**src/rtl/inst_fetch.sv**
```systemverilog
// Instruction fetch unit: single-outstanding memory request feeding a 2-entry
// {pc, inst} buffer, with redirect flushing and discard of in-flight responses.
module inst_fetch #(
   parameter logic [31:0] RESET_PC = 32'h0000_0000
) (
   input  logic        clk,
   input  logic        rst_n,
   output logic        imem_req,
   output logic [31:0] imem_addr,
   input  logic        imem_ack,
   input  logic [31:0] imem_rdata,
   output logic [31:0] inst,
   output logic [31:0] inst_pc,
   output logic        inst_valid,
   input  logic        inst_ready,
   input  logic        redirect,
   input  logic [31:0] redirect_pc,
   output logic        misalign
);

   typedef enum logic [1:0] {
      FETCH,
      STALL,
      DISCARD
   } state_e;

   typedef struct packed {
      logic [31:0] pc;
      logic [31:0] inst;
   } entry_t;

   state_e      state_q;
   logic        req_q;
   logic [31:0] addr_q;
   logic [31:0] target_q;
   entry_t      buf_q [2];
   logic        rd_ptr_q;
   logic        wr_ptr_q;
   logic [1:0]  count_q;
   logic        misalign_q;

   logic        acked;
   logic        push;
   logic        pop;
   logic [1:0]  count_d;
   logic [31:0] redirect_tgt;

   assign acked        = req_q & imem_ack;
   assign push         = (state_q == FETCH) & acked & ~redirect;
   assign pop          = (count_q != 2'd0) & inst_ready & ~redirect;
   assign count_d      = count_q + {1'b0, push} - {1'b0, pop};
   assign redirect_tgt = {redirect_pc[31:2], 2'b00};

   always_ff @(posedge clk or negedge rst_n) begin
      if (!rst_n) begin
         state_q    <= FETCH;
         req_q      <= 1'b0;
         addr_q     <= RESET_PC;
         target_q   <= RESET_PC;
         // NOTE: the two buffer slots are reset because inst/inst_pc are
         // visible outputs that must read zero while in reset.
         buf_q[0]   <= '0;
         buf_q[1]   <= '0;
         rd_ptr_q   <= 1'b0;
         wr_ptr_q   <= 1'b0;
         count_q    <= 2'd0;
         misalign_q <= 1'b0;
      end else begin
         if (redirect && (redirect_pc[1:0] != 2'b00)) begin
            misalign_q <= 1'b1;
         end

         if (redirect) begin
            count_q  <= 2'd0;
            rd_ptr_q <= 1'b0;
            wr_ptr_q <= 1'b0;
            // An unacked request must keep its address stable, so park the target.
            if (req_q && !imem_ack) begin
               state_q  <= DISCARD;
               target_q <= redirect_tgt;
            end else begin
               state_q <= FETCH;
               req_q   <= 1'b1;
               addr_q  <= redirect_tgt;
            end
         end else begin
            if (push) begin
               buf_q[wr_ptr_q] <= entry_t'{pc: addr_q, inst: imem_rdata};
               wr_ptr_q        <= ~wr_ptr_q;
            end
            if (pop) begin
               rd_ptr_q <= ~rd_ptr_q;
            end
            count_q <= count_d;

            case (state_q)
               FETCH: begin
                  if (acked) begin
                     addr_q <= addr_q + 32'd4;
                     if (count_d == 2'd2) begin
                        req_q   <= 1'b0;
                        state_q <= STALL;
                     end
                  end else if (!req_q) begin
                     req_q <= 1'b1;
                  end
               end
               STALL: begin
                  if (pop) begin
                     req_q   <= 1'b1;
                     state_q <= FETCH;
                  end
               end
               DISCARD: begin
                  if (acked) begin
                     addr_q  <= target_q;
                     state_q <= FETCH;
                  end
               end
               default: state_q <= FETCH;
            endcase
         end
      end
   end

   assign imem_req   = req_q;
   assign imem_addr  = addr_q;
   assign inst_valid = (count_q != 2'd0);
   assign inst       = buf_q[rd_ptr_q].inst;
   assign inst_pc    = buf_q[rd_ptr_q].pc;
   assign misalign   = misalign_q;

endmodule

```
**config.mk**
```make
export PLATFORM = sky130hd
export DESIGN_NAME = inst_fetch
export DESIGN_NICKNAME = d
export VERILOG_FILES = /design/src/rtl/inst_fetch.sv
export SDC_FILE = /design/constraint.sdc
export NUM_CORES = 1
export LEC_CHECK = 0
export CORE_MARGIN = 2
export CORE_UTILIZATION = 30
export DETAILED_ROUTE_END_ITERATION = 7
export HOLD_SLACK_MARGIN = 0.1
export SYNTH_ARGS = -nofsm -noshare
export SYNTH_HDL_FRONTEND = slang
export SYNTH_SLANG_ARGS = --single-unit
```
**constraint.sdc**
```tcl
create_clock -name clk -period 2.29 [get_ports clk]
set_input_delay 0.458 -clock clk [delete_from_list [all_inputs] [get_ports clk]]
set_output_delay 0.458 -clock clk [all_outputs]
set_load 0.03 [all_outputs]
```
==> results by group <==
Clock network
  • Max clock buf depth: 2
  • Clk slew on worst S/H paths: 0.08 ns
  • CTS H-tree lvls: 4
  • CTS root buffer: clkbuf_16
  • CTS tree: yes
  • Clk Latency, worst-skew pair: 0.44 ns
  • CTS sink cnt: 192
  • CTS buffer count: 17

Floorplan
  • Effective utilization at floorplan: 30.7%
  • Die Wd: 179 um
  • IO Pins: 168
  • Core Rows: 63
  • Core footprint: 0.0298 mm2
  • DIE AREA: 0.0319 mm2
  • Die height: 179 um

Outcome
  • Violated checks: negative setup slack
  • Status: finished with violations

Job
  • Max-cap violations: 0

Detailed routing
  • Vias after detailed routing: 6640
  • DRC viols: 0
  • Vias per cell: 4.88
  • Drt initial violations: 412
  • Routed WL per cell: 17.3 um
  • DRT Pass-1 Iters: 4
  • Post-DRT Antenna Nets: 0
  • Drt total wl: 23600 um

STA
  • Rel. slew slack: 49.9%
  • Worst-case clock skew: 0.0174 ns
  • PnR worst setup slack: -0.0184 ns
  • Final Max Tran Viols: 0
  • Final Cycle Share: 101%
  • Final setup fails: 1
  • Worst-margin pin slew: 0.749 ns
  • Final hold vios: 0
  • Hold_ws: 0.293 ns
  • RSZ-0062 raised after global routing: yes
  • Fmax: 433 MHz
  • Setup TNS: -0.0184 ns
  • Final min period: 2.31 ns

Finish
  • Fin cells: 1362
  • Filler cells: 2902
  • Final net count: 1031
  • Flip-flop and latch area: 0.00481 mm2
  • Layout cells sized above 1: 40.7%
  • Final instance area: 0.0122 mm2
  • Multi-input gate area: 0.00414 mm2
  • Area delta synth->final: 33.1%
  • N_diodes: 0

Critical path
  • Setup crit end kind: flop
  • R2R Path Start: state_q[0]
  • Critical Path Source: state_q[0]
  • Critical path class: flop to flop
  • Crit start category: flop
  • Critical Path AT: 2.67 ns
  • WP data required: 2.65 ns
  • Worst-path fanout max: 3

Place
  • Placed Instances: 1322
  • I/O Buffers: 163
  • Dpl cell area: 0.0116 mm2
  • Hpwl dp: 16800 um
  • RePlAce Congestion: 0.811

Synthesis
  • Avg Cell Area, Syn: 12.0 um2
  • EDFF count, synth: 0
  • Seq/Total Area, Yosys: 52.6%
  • FFs w/ async S/R, synth: 100%
  • Top FF cell, synth: dfrtp_1
  • Synth unique cells: 55
  • Cells after Synth: 761
  • Warnings from Yosys: 0
  • Synth Cell Area: 0.00914 mm2
  • Flop and latch count out of synthesis: 192

Global route
  • First-pass GRT wire length: 36600 um
  • Initial antenna violation count: 0
  • GRT Util Overall: 15.0%
  • GRT overflow: 0
  • Vias in the first global route: 6379
  • Largest net degree at the start of global routing: 72

Pwr
  • Sw frac: 36.2%
  • Sequential power share: 38.3%
  • Leak: 5.10 nW
  • P_sw: 4.93 mW
  • Max VDD drop: 0.532 mV
  • Pwr/cell area: 1120 mW/mm2
  • Internal: 8.68 mW
  • Clock Power Share: 21.5%
  • Combinational share of power: 40.2%

Worst hold path
  • Worst min-delay path class: primary input to flop
  • Min-delay src: imem_ack
-- worst paths after layout --
| kind | to | slack [ns] | cells past startpoint |
|---|---|---|---|
| worst max-delay path | state_q[0] | -0.02 | 11 |
| worst min-delay path | state_q[1] | 0.29 | 2 |
| worst max register to register | state_q[0] | -0.02 | 11 |
| worst min register to register | misalign | 0.48 | 1 |
| max in group asynchronous | buf_q[122] | 1.07 | 3 |
| min in group asynchronous | target_q[5] | 0.51 | 2 |
-- routing by layer --
layer  vias up  GRT usage [%]  share of wire, %
li1       3115              -                 -
met1      3322           21.7                48
met2       182           23.0                46
met3        21           2.75               4.8
met4         0           4.03               1.3
met5         -              0                 0
-- Yosys cell counts (all sizes together) (6+ instances only) --
cell	number	area share [%]
mux2	209	26
dfrtp	192	53
nand2	46	1.9
a21oi	43	2.4
o21ai	42	2.3
clkbuf	36	1.5
nor2	35	1.5
buf	19	1.2
nand3	14	0.88
nand3b	10	0.82
nor3	10	0.55
inv	9	0.37
nand4	8	0.62
o211ai	8	0.66
xor2	7	0.67
nor2b	6	0.41
-- power groups by stage --
stage          clock (mW)  combinational (mW)  sequential (mW)
3_3_place_gp            0                5.62             5.24
3_5_place_dp            0                5.68             5.28
2_1_floorplan           0                3.34             5.36
6_report             2.93                5.48             5.21
4_1_cts              3.04                5.58             5.21
5_1_grt              3.17                5.85             5.39
-- through the flow --
| step | utilization [%] | worst slack [ns] | total power, mW |
|---|---|---|---|
| detailed placement | 38.8 | -0.353 | 11.0 |
| floorplan | - | -0.0107 | 8.70 |
| global route | 40.8 | -0.118 | 14.4 |
| global placement | 38.8 | -0.326 | 10.9 |
| CTS | 40.9 | 0.000641 | 13.8 |
| finish | 40.8 | -0.0184 | 13.6 |
-- state kept, by name, indices dropped and copies added (netlist names) --
register   count
buf_q        124
count_q        2
imem_addr     30
imem_req       1
misalign       1
rd_ptr_q       1
state_q        2
target_q      30
wr_ptr_q       1
-- layout make-up --
class	instances	area share, %
tap	390	4.01
sequential	192	39.6
multi-input combinational	507	34.0
inverter	10	0.319
clock inverter	13	1.05
clock buffer	19	3.64
timing repair buffer	231	17.4
-- cell usage in the layout, fill, tap and decap left out, types with 17 or more instances in the layout --
master | Yosys | layout
o21ai_0 | 42 | 41
nor2_1 | 34 | 34
buf_4 | 10 | 75
dfrtp_1 | 192 | 186
clkbuf_16 | 0 | 17
a21oi_1 | 43 | 43
clkdlybuf4s50_1 | 0 | 97
nand2_1 | 46 | 45
mux2_2 | 209 | 208
buf_2 | 2 | 24
-- cell families (layout without fill, tap and decap cells) --
| logic type | Yosys count | count (layout) | share of synthesized area [%] |
|---|---|---|---|
| flip-flops | 192 | 192 | 52.6 |
| adder cells (fa/ha/maj) | 3 | 3 | 0.411 |
| XOR/XNOR | 12 | 12 | 1.15 |
| AND/OR/NAND/NOR | 151 | 151 | 8.39 |
| buffers and inverters | 65 | 273 | 3.11 |
| multiplexers | 209 | 209 | 25.8 |
| other | 1 | 4 | 0.0410 |
| AO/OA/AOI/OAI | 128 | 128 | 8.57 |
-- critical path: stages (launching register included) --
cell and delay [ns]:
dfrtp_1 0.40, nand3b_1 0.23, nor3_4 0.24, clkinv_2 0.11, ha_4 0.27, inv_2 0.04
ha_4 0.15, xor2_1 0.16, xnor2_1 0.16, nor3_1 0.24, a21oi_1 0.07, nor3_1 0.17
-- repair_timing --
item,4_1_cts,5_1_grt
hold buffers,1,0
buffers inserted,2,5
endpoints found under the hold margin,37,0
pin swaps,0,8
resized for setup,146,40
setup endpoints to repair,50,30
Note: power is estimated with default switching activity, not from simulation.
